**src/rtl/mem_ctrl.sv**
```systemverilog
// Byte-serial memory controller: arbitrates instruction fetch and the store/load buffer
// over the single byte-wide RAM/IO port and returns one done pulse per request.
//
//   state  | meaning
//   -------+----------------------------------------------------------
//   IDLE   | no access in flight; arbitrates slb (first) and ifetch
//   READ   | issuing byte addresses and capturing mem_din
//   WRITE  | driving store bytes with mem_wr high
//   IOWAIT | IO store parked until the IO sink has room
module mem_ctrl #(
   parameter int unsigned ADDR_W = 32,
   parameter logic [1:0]  IO_HI  = 2'b11
) (
   input  logic              clk_in,
   input  logic              rst_in,
   input  logic              rdy_in,
   input  logic              flush_in,
   input  logic              if_req,
   input  logic [ADDR_W-1:0] if_addr,
   output logic              if_done,
   output logic [31:0]       if_data,
   input  logic              slb_req,
   input  logic              slb_we,
   input  logic [1:0]        slb_len,
   input  logic [ADDR_W-1:0] slb_addr,
   input  logic [31:0]       slb_wdata,
   output logic              slb_done,
   output logic [31:0]       slb_rdata,
   input  logic [7:0]        mem_din,
   output logic [7:0]        mem_dout,
   output logic [ADDR_W-1:0] mem_a,
   output logic              mem_wr,
   input  logic              io_buffer_full
);

   typedef enum logic [1:0] {IDLE, READ, WRITE, IOWAIT} state_t;

   state_t            state_q, state_d;
   logic              owner_q, owner_d;
   logic [ADDR_W-1:0] addr_q, addr_d;
   logic [7:0]        dout_q, dout_d;
   logic              wr_q, wr_d;
   logic              if_done_q, if_done_d;
   logic              slb_done_q, slb_done_d;
   logic [31:0]       if_data_q, if_data_d;
   logic [31:0]       slb_rdata_q, slb_rdata_d;
   logic [31:0]       wdata_q, wdata_d;
   logic [1:0]        cnt_q, cnt_d;
   logic [1:0]        idx_q, idx_d;
   logic [31:0]       cap_word;
   logic [1:0]        slb_last;
   logic              slb_is_io;

   // A length code of 2 has no legal meaning and is widened to a full word.
   assign slb_last  = (slb_len == 2'd2) ? 2'd3 : slb_len;
   assign slb_is_io = (slb_addr[17:16] == IO_HI);

   always_comb begin
      state_d     = state_q;
      owner_d     = owner_q;
      addr_d      = addr_q;
      dout_d      = dout_q;
      wr_d        = 1'b0;
      if_done_d   = 1'b0;
      slb_done_d  = 1'b0;
      if_data_d   = if_data_q;
      slb_rdata_d = slb_rdata_q;
      wdata_d     = wdata_q;
      cnt_d       = cnt_q;
      idx_d       = idx_q;
      cap_word    = owner_q ? slb_rdata_q : if_data_q;

      case (state_q)
         IDLE: begin
            if (slb_req && (slb_we || !flush_in)) begin
               owner_d = 1'b1;
               addr_d  = slb_addr;
               wdata_d = slb_wdata;
               cnt_d   = slb_last;
               if (!slb_we) begin
                  state_d = READ;
                  idx_d   = 2'd0;
               end else if (slb_is_io && io_buffer_full) begin
                  state_d = IOWAIT;
                  idx_d   = 2'd0;
               end else begin
                  state_d = WRITE;
                  wr_d    = 1'b1;
                  dout_d  = slb_wdata[7:0];
                  idx_d   = 2'd1;
               end
            end else if (if_req && !flush_in) begin
               owner_d = 1'b0;
               addr_d  = if_addr;
               cnt_d   = 2'd3;
               idx_d   = 2'd0;
               state_d = READ;
            end
         end

         READ: begin
            if (flush_in) begin
               state_d = IDLE;
            end else begin
               // First captured byte also clears the upper bytes so short loads zero-extend.
               if (idx_q == 2'd0) begin
                  cap_word = {24'd0, mem_din};
               end else begin
                  cap_word[{idx_q, 3'b000} +: 8] = mem_din;
               end
               if (owner_q) begin
                  slb_rdata_d = cap_word;
               end else begin
                  if_data_d = cap_word;
               end
               if (cnt_q == 2'd0) begin
                  state_d    = IDLE;
                  slb_done_d = owner_q;
                  if_done_d  = !owner_q;
               end else begin
                  addr_d = addr_q + ADDR_W'(1);
                  cnt_d  = cnt_q - 2'd1;
                  idx_d  = idx_q + 2'd1;
               end
            end
         end

         WRITE: begin
            if (cnt_q == 2'd0) begin
               state_d    = IDLE;
               slb_done_d = 1'b1;
            end else begin
               wr_d   = 1'b1;
               addr_d = addr_q + ADDR_W'(1);
               dout_d = wdata_q[{idx_q, 3'b000} +: 8];
               cnt_d  = cnt_q - 2'd1;
               idx_d  = idx_q + 2'd1;
            end
         end

         IOWAIT: begin
            if (!io_buffer_full) begin
               state_d = WRITE;
               wr_d    = 1'b1;
               dout_d  = wdata_q[7:0];
               idx_d   = 2'd1;
            end
         end

         default: state_d = IDLE;
      endcase
   end

   always_ff @(posedge clk_in or posedge rst_in) begin
      if (rst_in) begin
         state_q     <= IDLE;
         owner_q     <= 1'b0;
         addr_q      <= '0;
         dout_q      <= 8'd0;
         wr_q        <= 1'b0;
         if_done_q   <= 1'b0;
         slb_done_q  <= 1'b0;
         if_data_q   <= 32'd0;
         slb_rdata_q <= 32'd0;
         wdata_q     <= 32'd0;
         cnt_q       <= 2'd0;
         idx_q       <= 2'd0;
      end else if (rdy_in) begin
         state_q     <= state_d;
         owner_q     <= owner_d;
         addr_q      <= addr_d;
         dout_q      <= dout_d;
         wr_q        <= wr_d;
         if_done_q   <= if_done_d;
         slb_done_q  <= slb_done_d;
         if_data_q   <= if_data_d;
         slb_rdata_q <= slb_rdata_d;
         wdata_q     <= wdata_d;
         cnt_q       <= cnt_d;
         idx_q       <= idx_d;
      end
   end

   // A stalled write must not reach the RAM even though the registered strobe holds.
   assign mem_wr    = wr_q & rdy_in;
   assign mem_a     = addr_q;
   assign mem_dout  = dout_q;
   assign if_done   = if_done_q;
   assign slb_done  = slb_done_q;
   assign if_data   = if_data_q;
   assign slb_rdata = slb_rdata_q;

endmodule
```
**config.mk**
```make
export PLATFORM = sky130hd
export DESIGN_NAME = mem_ctrl
export DESIGN_NICKNAME = d
export VERILOG_FILES = /design/src/rtl/mem_ctrl.sv
export SDC_FILE = /design/constraint.sdc
export NUM_CORES = 1
export LEC_CHECK = 0
export CAP_MARGIN = 20
export CORE_AREA = 5 5 147 149
export CTS_CLUSTER_DIAMETER = 100
export DETAILED_ROUTE_END_ITERATION = 8
export DIE_AREA = 0 0 152 154
export PLACE_DENSITY = 0.71
export SYNTH_ARGS = -nofsm -noshare
export SYNTH_HDL_FRONTEND = slang
export SYNTH_SLANG_ARGS = --single-unit
```
**constraint.sdc**
```tcl
create_clock -name clk_in -period 4.5 [get_ports clk_in]
set_input_delay 0.9 -clock clk_in [delete_from_list [all_inputs] [get_ports clk_in]]
set_output_delay 0.9 -clock clk_in [all_outputs]
set_load 0.02 [all_outputs]
```
==> summary.txt, run 1 <==
Final layout
  – Layout cells sized above 1: 0.135
  – Multi-input gate area: 0.00402 mm2
  – Area growth syn-to-layout: 38.4%
  – Ant diodes: 0
  – Register area: around 0.0037 mm2
  – Post-Layout Cell Count: 1,294
  – Fill count: 1,852
  – Net total in the final layout: 1,136

Global route
  – Gr usage total: 0.199
  – Vias in the first global route: 6,997
  – Gr ovfl total: 0
  – First-pass GRT wire length: around 38,000 um
  – Pin count of the biggest net entering global routing: 63
  – Initial antenna violation count: 0

Min path
  – Hold worst-path end: slb_rdata[1]
  – Hold_sp: slb_rdata[1]
  – Worst Hold Depth: 2
  – HP Class: register to register

Setup path
  – Flop2flop setup slack: 1.65 ns
  – Crit path top cell by count: clkdlybuf4s50_1
  – Nature of the critical path endpoint: primary output
  – Critical Path RT: 3.60 ns
  – Crit Reg-Reg Startpoint: idx_q[0]
  – Max incr delay on CP: 0.76 ns
  – Worst Path Arrival: 2.48 ns
  – FF-to-FF path depth: 6
  – Highest-delay cell along the critical path: clkdlybuf4s50_1
  – Worst R2R End: slb_rdata[2]
  – Worst Path Buf+Inv: 2
  – Crit path kind: input port to primary output
  – Cell family with most CP delay: buffers and inverters
  – CP Launch Type: input port
  – Crit Path Max Fanout: 12
  – CP Cell Sequence: clkdlybuf4s50_1 -> and2_1 -> clkdlybuf4s50_1

Detailed routing
  – Routed Antenna Nets: 0
  – Via Count: 6,989
  – Iteration-0 DRC count of the detailed router: roughly 420
  – Post-Route WL: 23,700 um
  – DR WL/cell: 18.3 um
  – # DRC: 0
  – Vias per cell: 5.40
  – DR pass1 iterations: 5

Floorplan
  – Die span in x: 152 um
  – I/O Pins: around 220
  – Row cnt: 52
  – Core area: 0.0200 mm2
  – Overall die height: ~150 um
  – Initial Util: 0.396
  – DIE AREA: 0.0234 mm2

Logic synthesis
  – Syn avg cell area: 9.76 um2
  – Seq/Total Area, Yosys: 0.460
  – Async SR Flop Fraction: 1.00
  – Number of flops mapped to enable cells by yosys: 0
  – Unique masters post-synth: 59
  – Total of warnings raised by yosys: 0
  – Synth Net Count: 938
  – Mapped Cells: 813
  – Synth Flop Type: dfrtp_1
  – Mapped Area: about 0.0079 mm2
  – Synth Register Bits: 146

STA
  – Worst Max-Slew Pin Slew: around 1.1 ns
  – Tmin final: 3.38 ns
  – Fmax: between 200 and 300 MHz
  – RSZ-0062 raised after global routing: false
  – Hold Fails Final Rpt: 0
  – Fin Setup TNS: 0 ns
  – Tcrit/Tclk final: 0.751
  – Final slew viol count: 0
  – Slew HR: 0.284
  – Final Setup Violations: 0
  – Clock skew: 0.00910 ns

Power
  – Power per cell area: 592 mW/mm2
  – Power, Total: 6.50 mW
  – VDD IR max: between 0.3 and 0.4 mV
  – Leakage: 4.45 nW

Clocking
  – Post-cts resize count: 0
  – Clock buffer depth: 2
  – Root Buffer: clkbuf_16
  – Worst skew pair latency: 0.43 ns
  – Clock buffer count from CTS: 17
  – H-Tree Level Count: 4
  – Clk pin slew, worst setup/hold paths: about 0.060 ns
  – Number of setup buffers added after CTS: 0
  – Hold-fix buffers at CTS: 0
  – CTS tree: done
  – Clock sinks: 146

Status
  – Run status: complete, no violations

Job
  – Number of max-cap violations: 0

Placement
  – PortBufs: 220
  – Placed insts: approximately 1,300
  – Final Wtd Congestion: 0.871
  – HPWL after detailed placement: 16,400 um
## state kept, by name, summed over array words and instances (netlist names)
| name | cells |
|---|---|
| slb_rdata | 32 |
| if_done | 1 |
| if_data | 32 |
| wr_q | 1 |
| slb_done | 1 |
| state_q | 2 |
| idx_q | 2 |
| cnt_q | 2 |
| mem_dout | 8 |
| mem_a | 32 |
| owner_q | 1 |
| wdata_q | 32 |
## cells in the mapped netlist, types with 14 or more instances
cell type | number | area share
inv_1 | 14 | 0.0066
nand2b_1 | 24 | 0.019
a21oi_1 | 40 | 0.025
dfrtp_1 | 146 | 0.46
buf_2 | 16 | 0.010
nand3_1 | 14 | 0.0088
nor2_1 | 19 | 0.0090
mux2i_1 | 34 | 0.043
a22oi_1 | 17 | 0.016
o21ai_0 | 104 | 0.066
clkbuf_1 | 32 | 0.015
mux2_2 | 69 | 0.098
nand2_1 | 147 | 0.070
## worst reg2reg max path, delay by kind of cell, from the launching register on
family | cells | cell delay (ns)
buf+inv | 2 | 0.55
simple gates | 1 | 0.55
flops | 1 | 0.84
compound gates | 2 | 0.37
fa+ha+maj | 1 | 0.45
## layer usage
layer,vias to the layer above,track usage,wire length [um]
met2,244,0.318,11100
met3,29,0.0571,1640
li1,3352,-,-
met4,0,0.0599,433
met1,3364,0.263,10500
met5,-,0,0
## cell type report
class                           instances  share of cell area
Inverter                               14             0.00513
Tap cell                              270              0.0308
Multi-Input combinational cell        599               0.366
Clock inverter                         14              0.0130
Timing Repair Buffer                  233               0.213
Clock buffer                           18              0.0391
Sequential cell                       146               0.333
## stage by stage
step	utilization	setup WS, ns	instance area, um2	hold WS (ns)
3_3_place_gp	0.518	1.15	10400	0.478
3_5_place_dp	0.518	1.14	10400	0.490
5_1_grt	0.548	1.06	11000	0.510
4_1_cts	0.547	1.12	11000	0.505
6_report	0.548	1.12	11000	0.500
2_1_floorplan	-	1.77	7940	0.466
## layout by cell type (no fill, tap or decap), drive strengths merged, types with 4 or more instances in the layout
cell type        n
ha              11
or2              4
nor4             6
nand2b          24
nor2            19
a2bb2oi         10
clkinvlp         4
mux4             8
nor3             7
mux2i           34
a22oi           17
nand2          147
nand4           13
buf             13
dfrtp          146
a21oi           40
nand3           14
o311ai           4
inv             20
o21ai          105
o22ai           13
clkdlybuf4s50  220
mux2            69
clkbuf          18
## worst max path at each step
stage | start | to | slack (ns) | cells past startpoint
CTS | rdy_in | mem_wr | 1.12 | 3
finish | rdy_in | mem_wr | 1.12 | 3
global route | rdy_in | mem_wr | 1.06 | 3
global placement | rdy_in | mem_wr | 1.15 | 3
floorplan | rst_in | cnt_q[0] | 1.77 | 1
detailed placement | rdy_in | mem_wr | 1.14 | 3
## report_power, final
group	switching (mW)	total [mW]	internal, mW
registers	0.518	2.26	1.74
logic	1.46	2.85	1.39
clock network	0.617	1.39	0.777
total	2.59	6.50	3.91
## logic make-up (layout without fill, tap and decap cells)
kind of cell	count (synthesis)	after routing	share of synthesized area
flip-flops	146	146	0.460
AND/OR/NAND/NOR	255	255	0.155
multiplexers	111	111	0.164
adder cells (fa/ha/maj)	11	11	0.0173
AO/OA/AOI/OAI	222	222	0.169
buffers and inverters	68	279	0.0347
Power figures use the tool's default switching activity.
==> run 2: changes to the inputs <==
--- a/config.mk
+++ b/config.mk
@@ -10,7 +10,7 @@
 export CTS_CLUSTER_DIAMETER = 100
 export DETAILED_ROUTE_END_ITERATION = 8
 export DIE_AREA = 0 0 152 154
-export PLACE_DENSITY = 0.71
+export PLACE_DENSITY = 0.68
 export SYNTH_ARGS = -nofsm -noshare
 export SYNTH_HDL_FRONTEND = slang
 export SYNTH_SLANG_ARGS = --single-unit
==> constraint.sdc (replaced) <==
create_clock -name clk_in -period 3.3 [get_ports clk_in]
set_input_delay 0.66 -clock clk_in [delete_from_list [all_inputs] [get_ports clk_in]]
set_output_delay 0.66 -clock clk_in [all_outputs]
set_load 0.02 [all_outputs]
==> summary.txt, run 2 (same netlist as run 1, synthesis figures left out) <==
Status
  – Run status: complete, no violations (unchanged)

Clocking
  – Clock buffer depth: 2 (unchanged)
  – Root Buffer: clkbuf_16 (unchanged)
  – CTS tree: done (unchanged)
  – Worst skew pair latency: 0.42 ns (was 0.43 ns)
  – Hold-fix buffers at CTS: 0 (unchanged)
  – Clock buffer count from CTS: 17 (unchanged)
  – Clock sinks: 146 (unchanged)
  – H-Tree Level Count: 4 (unchanged)
  – Post-cts resize count: 0 (unchanged)
  – Number of setup buffers added after CTS: 0 (unchanged)
  – Clk pin slew, worst setup/hold paths: 0.06 ns (about the same)

STA
  – Slew HR: 0.452 (was 0.284)
  – Tmin final: ~2.8 ns
  – Fin Setup TNS: 0 ns (unchanged)
  – Final slew viol count: 0 (unchanged)
  – Final Setup Violations: 0 (unchanged)
  – Clock skew: 0.00780 ns (was 0.00910 ns)
  – Tcrit/Tclk final: 0.837
  – Fmax: around 360 MHz
  – Hold WS: 0.500 ns (about the same)
  – RSZ-0062 raised after global routing: false (unchanged)
  – Worst Max-Slew Pin Slew: 0.822 ns (was 1.07 ns)
  – Hold Fails Final Rpt: 0 (unchanged)

Placement
  – Final Wtd Congestion: 0.851 (was 0.871)
  – PortBufs: 220 (unchanged)
  – HPWL after detailed placement: 16,800 um (was 16,400 um)

Global route
  – Pin count of the biggest net entering global routing: 64 (was 63)
  – First-pass GRT wire length: 38,000 um (about the same)
  – Gr usage total: 0.198 (was 0.199)
  – Vias in the first global route: 7,048 (was 6,997)
  – Initial antenna violation count: 0 (unchanged)
  – Gr ovfl total: 0 (unchanged)

Detailed routing
  – Via Count: 7,056 (was 6,989)
  – DR pass1 iterations: 5 (unchanged)
  – Vias per cell: 5.41 (was 5.40)
  – DR WL/cell: 18.0 um (was 18.3 um)
  – Post-Route WL: 23,500 um (was 23,700 um)
  – Iteration-0 DRC count of the detailed router: 396 (was 423)
  – # DRC: 0 (unchanged)
  – Routed Antenna Nets: 0 (unchanged)

Final layout
  – Most frequent cells in the layout: clkdlybuf4s50_1 (220), nand2_1 (147), dfrtp_1 (145), o21ai_0 (104), mux2_2 (69) (unchanged)
  – Commonest non-fill, non-tap cell in the layout: clkdlybuf4s50_1 (unchanged)
  – Net total in the final layout: 1,146 (was 1,136)
  – Fill count: 1,840 (was 1,852)
  – Area growth syn-to-layout: 40.0% (was 38.4%)
  – Layout cells sized above 1: 0.144 (was 0.135)
  – Ant diodes: 0 (unchanged)

Floorplan
  – I/O Pins: 221 (unchanged)
  – Core area: 0.0200 mm2 (unchanged)
  – DIE AREA: 0.0234 mm2 (unchanged)
  – Initial Util: 0.396 (unchanged)
  – Row cnt: 52 (unchanged)
  – Die span in x: 152 um (unchanged)
  – Overall die height: 154 um (unchanged)

Min path
  – HP Class: register to register (unchanged)

Setup path
  – Max incr delay on CP: 0.62 ns (was 0.76 ns)
  – CP Cell Sequence: clkdlybuf4s50_1 -> and2_1 -> clkdlybuf4s50_1 (unchanged)
  – Crit Path Max Fanout: 7 (was 12)
  – Worst Path Buf+Inv: 2 (unchanged)
  – Highest-delay cell along the critical path: clkdlybuf4s50_1 (unchanged)
  – Worst Path Arrival: 2.10 ns (was 2.48 ns)
  – Crit path kind: input port to primary output (unchanged)
  – Nature of the critical path endpoint: primary output (unchanged)
  – CP Launch Type: input port (unchanged)
  – Critical Path RT: 2.64 ns (was 3.60 ns)
  – Crit path top cell by count: clkdlybuf4s50_1 (unchanged)
  – Cell family with most CP delay: buffers and inverters (unchanged)

Power
  – Gate power share: 0.445 (was 0.438)
  – VDD IR max: 0.463 mV (was 0.366 mV)
  – Pint: 5.48 mW (was 3.91 mW)
  – Leakage: 4.52 nW (was 4.45 nW)
  – Power per cell area: 810 mW/mm2 (was 592 mW/mm2)
  – Clock power share: 0.220 (was 0.215)
  – Switching share of power: 0.391 (was 0.399)
  – Sw power: 3.51 mW (was 2.59 mW)
  – Seq pwr share: 0.335 (was 0.347)

Job
  – Number of max-cap violations: 0 (unchanged)
[run 2: area by class of cell]
cell class	instances	area [um2]	area share
multi-input cells	599	4020	0.362
flip-flops and latches	146	3650	0.329
repair buffers	243	2420	0.218
clock buffers	18	439	0.0395
well taps	270	338	0.0304
clock inverters	14	168	0.0151
inverters	14	56.3	0.00507
[run 2: metal layers]
metal  share of wire  track usage
met1            0.44        0.257
met2            0.48        0.324
met4           0.014       0.0535
met5               0            0
met3           0.070       0.0573
[run 2: worst min-delay path, cell delays in order, from the launching register on]
cell and delay (ns):
dfrtp_1 0.36, nand2_1 0.05, o21ai_0 0.06
[run 2: final timing paths]
check,start,to,cells after the start,slack [ns]
worst max-delay path,rdy_in,mem_wr,3,0.54
worst min-delay path,slb_rdata[1],slb_rdata[1],2,0.50
worst max register to register,state_q[0],mem_a[16],8,0.83
worst min register to register,slb_rdata[1],slb_rdata[1],2,0.50
max in group asynchronous,rst_in,slb_rdata[24],3,1.92
min in group asynchronous,rst_in,mem_a[10],2,0.66
[run 2: metrics by stage]
step / setup WS [ns] / instances / utilization / power [mW] / cell area, um2
global route: 0.505 / 1304 / 0.554 / 9.57 / 11100
CTS: 0.539 / 1304 / 0.554 / 9.06 / 11100
floorplan: 0.807 / 813 / - / 5.46 / 7940
finish: 0.537 / 1304 / 0.554 / 9.00 / 11100
global placement: 0.532 / 1272 / 0.524 / 6.98 / 10500
detailed placement: 0.457 / 1272 / 0.524 / 7.04 / 10500
[run 2: power groups by stage]
stage / combinational, mW / sequential (mW) / clock [mW]
finish: 4.00 / 3.01 / 1.98
global placement: 3.96 / 3.02 / 0
global route: 4.36 / 3.10 / 2.10
floorplan: 2.26 / 3.20 / 0
CTS: 4.02 / 3.01 / 2.03
detailed placement: 4.01 / 3.03 / 0
==> run 3: changes to the inputs <==
--- a/config.mk
+++ b/config.mk
@@ -10,7 +10,7 @@
 export CTS_CLUSTER_DIAMETER = 100
 export DETAILED_ROUTE_END_ITERATION = 8
 export DIE_AREA = 0 0 152 154
-export PLACE_DENSITY = 0.68
+export PLACE_DENSITY = 0.71
 export SYNTH_ARGS = -nofsm -noshare
 export SYNTH_HDL_FRONTEND = slang
 export SYNTH_SLANG_ARGS = --single-unit
==> constraint.sdc (replaced) <==
create_clock -name clk_in -period 2.5 [get_ports clk_in]
set_input_delay 0.5 -clock clk_in [delete_from_list [all_inputs] [get_ports clk_in]]
set_output_delay 0.5 -clock clk_in [all_outputs]
set_load 0.02 [all_outputs]
==> summary.txt, run 3 (same netlist as run 1, synthesis figures left out) <==
STA
  – Hold Fails Final Rpt: 0 (unchanged)
  – Final slew viol count: 0 (unchanged)
  – Fin Setup TNS: 0 ns (unchanged)
  – RSZ-0062 raised after global routing: false (unchanged)
  – Hold WS: 0.503 ns (was 0.500 ns)
  – Clock skew: 0.0133 ns (was 0.00780 ns)
  – Fmax: between 400 and 500 MHz
  – Tcrit/Tclk final: 0.955
  – Tmin final: 2.39 ns
  – Setup WS post-layout: 0.113 ns (was 0.537 ns)
  – Worst Max-Slew Pin Slew: 0.666 ns (was 0.822 ns)
  – Slew HR: 0.552 (was 0.452)
  – Final Setup Violations: 0 (unchanged)

Floorplan
  – I/O Pins: 221 (unchanged)
  – Overall die height: 154 um (unchanged)
  – Row cnt: 52 (unchanged)
  – Initial Util: 0.396 (unchanged)
  – Core area: 0.0200 mm2 (unchanged)
  – DIE AREA: 0.0234 mm2 (unchanged)
  – Die span in x: 152 um (unchanged)

Setup path
  – Crit path top cell by count: clkdlybuf4s50_1 (unchanged)
  – Crit path kind: input port to primary output (unchanged)
  – CP Launch Type: input port (unchanged)
  – Critical Path RT: 2.00 ns (was 2.64 ns)
  – Nature of the critical path endpoint: primary output (unchanged)
  – Worst Path Arrival: 1.89 ns (was 2.10 ns)
  – Highest-delay cell along the critical path: clkdlybuf4s50_1 (unchanged)
  – Max incr delay on CP: 0.61 ns (was 0.62 ns)
  – CP Cell Sequence: clkdlybuf4s50_1 -> and2_1 -> clkdlybuf4s50_1 (unchanged)
  – Crit Path Max Fanout: 6 (was 7)

Detailed routing
  – Vias per cell: 5.42 (was 5.41)
  – DR WL/cell: 18.0 um (about the same)
  – Routed Antenna Nets: 0 (unchanged)
  – DR pass1 iterations: 5 (unchanged)
  – Via Count: 7,106 (was 7,056)
  – Post-Route WL: 23,600 um (was 23,500 um)
  – # DRC: 0 (unchanged)
  – Iteration-0 DRC count of the detailed router: 471 (was 396)

Min path
  – HP Class: register to register (unchanged)

Global route
  – Initial antenna violation count: 0 (unchanged)
  – Pin count of the biggest net entering global routing: 76 (was 64)
  – First-pass GRT wire length: 38,400 um (was 38,000 um)
  – Vias in the first global route: 7,184 (was 7,048)
  – Gr usage total: 0.199 (was 0.198)
  – Gr ovfl total: 0 (unchanged)

Final layout
  – Net total in the final layout: 1,153 (was 1,146)
  – Commonest non-fill, non-tap cell in the layout: clkdlybuf4s50_1 (unchanged)
  – Ant diodes: 0 (unchanged)
  – Final instance area: 0.0112 mm2 (was 0.0111 mm2)
  – Area growth syn-to-layout: 41.6% (was 40.0%)
  – Layout cells sized above 1: 0.150 (was 0.144)
  – Most frequent cells in the layout: clkdlybuf4s50_1 (220), nand2_1 (147), dfrtp_1 (145), o21ai_0 (104), mux2_2 (69) (unchanged)

Clocking
  – Post-cts resize count: 0 (unchanged)
  – Hold-fix buffers at CTS: 0 (unchanged)
  – H-Tree Level Count: 4 (unchanged)
  – Root Buffer: clkbuf_16 (unchanged)
  – Clock buffer depth: 2 (unchanged)
  – Worst skew pair latency: 0.43 ns (was 0.42 ns)
  – Number of setup buffers added after CTS: 0 (unchanged)
  – Clk pin slew, worst setup/hold paths: 0.07 ns (was 0.06 ns)
  – Clock buffer count from CTS: 17 (unchanged)
  – CTS tree: done (unchanged)
  – Clock sinks: 146 (unchanged)

Placement
  – PortBufs: 220 (unchanged)
  – Placed cell area: 0.0106 mm2 (was 0.0105 mm2)
  – DP Worst Slack: 0.0817 ns (was 0.457 ns)
  – HPWL after detailed placement: 16,900 um (was 16,800 um)
  – Final Wtd Congestion: 0.893 (was 0.851)

Power
  – Power per cell area: 1070 mW/mm2 (was 810 mW/mm2)
  – Power, Total: 12.1 mW (was 9.00 mW)
  – VDD IR max: 0.513 mV (was 0.463 mV)
  – Leakage: 4.59 nW (was 4.52 nW)

Job
  – Number of max-cap violations: 0 (unchanged)

Status
  – Run status: complete, no violations (unchanged)
run 3: changes by cell type in the layout (fill, tap and decap cells not counted):
cell	delta
clkinv_8	+4
clkbuf_8	-1
buf_4	+3
clkinvlp_4	-3
inv_8	+1
clkinv_4	-1
buf_12	+4
run 3: final timing paths:
check,from,to,slack [ns],depth (start not counted)
worst max register to register,state_q[1],mem_a[30],0.20,8
worst min-delay path,wdata_q[11],wdata_q[11],0.50,1
min in group asynchronous,rst_in,mem_a[4],0.55,3
max in group asynchronous,rst_in,mem_a[27],1.57,3
worst min register to register,wdata_q[11],wdata_q[11],0.50,1
worst max-delay path,rdy_in,mem_wr,0.11,3
run 3: cell type report:
class | instances | area, um2
Fill cell | 1843 | 8800
Multi-Input combinational cell | 599 | 4020
Sequential cell | 146 | 3650
Timing Repair Buffer | 250 | 2530
Clock buffer | 17 | 425
Tap cell | 270 | 338
Clock inverter | 15 | 213
Inverter | 14 | 56.3
run 3: routing by layer:
layer  vias to the layer above  GRT usage  wire, um
li1                       3386          -         -
met1                      3411      0.263     10200
met2                       267      0.313     10900
met3                        42     0.0587      1810
met4                         0     0.0702       639
met5                         -          0         0
run 3: critical path: cells and delay by family:
family / cells / cell delay, ns
and+or+nand+nor: 1 / 0.18
buffers and inverters: 2 / 1.21
run 3: metrics by stage:
| stage | util | instances |
|---|---|---|
| global placement | 0.529 | 1279 |
| CTS | 0.561 | 1311 |
| finish | 0.561 | 1311 |
| floorplan | - | 813 |
| global route | 0.561 | 1311 |
| detailed placement | 0.529 | 1279 |
run 3: power by group:
group,internal (mW),switching [mW],total (mW),leakage (nW)
sequential,3.13,0.788,3.92,1.85
clock,1.54,1.17,2.71,0.308
combinational,2.64,2.79,5.43,2.44
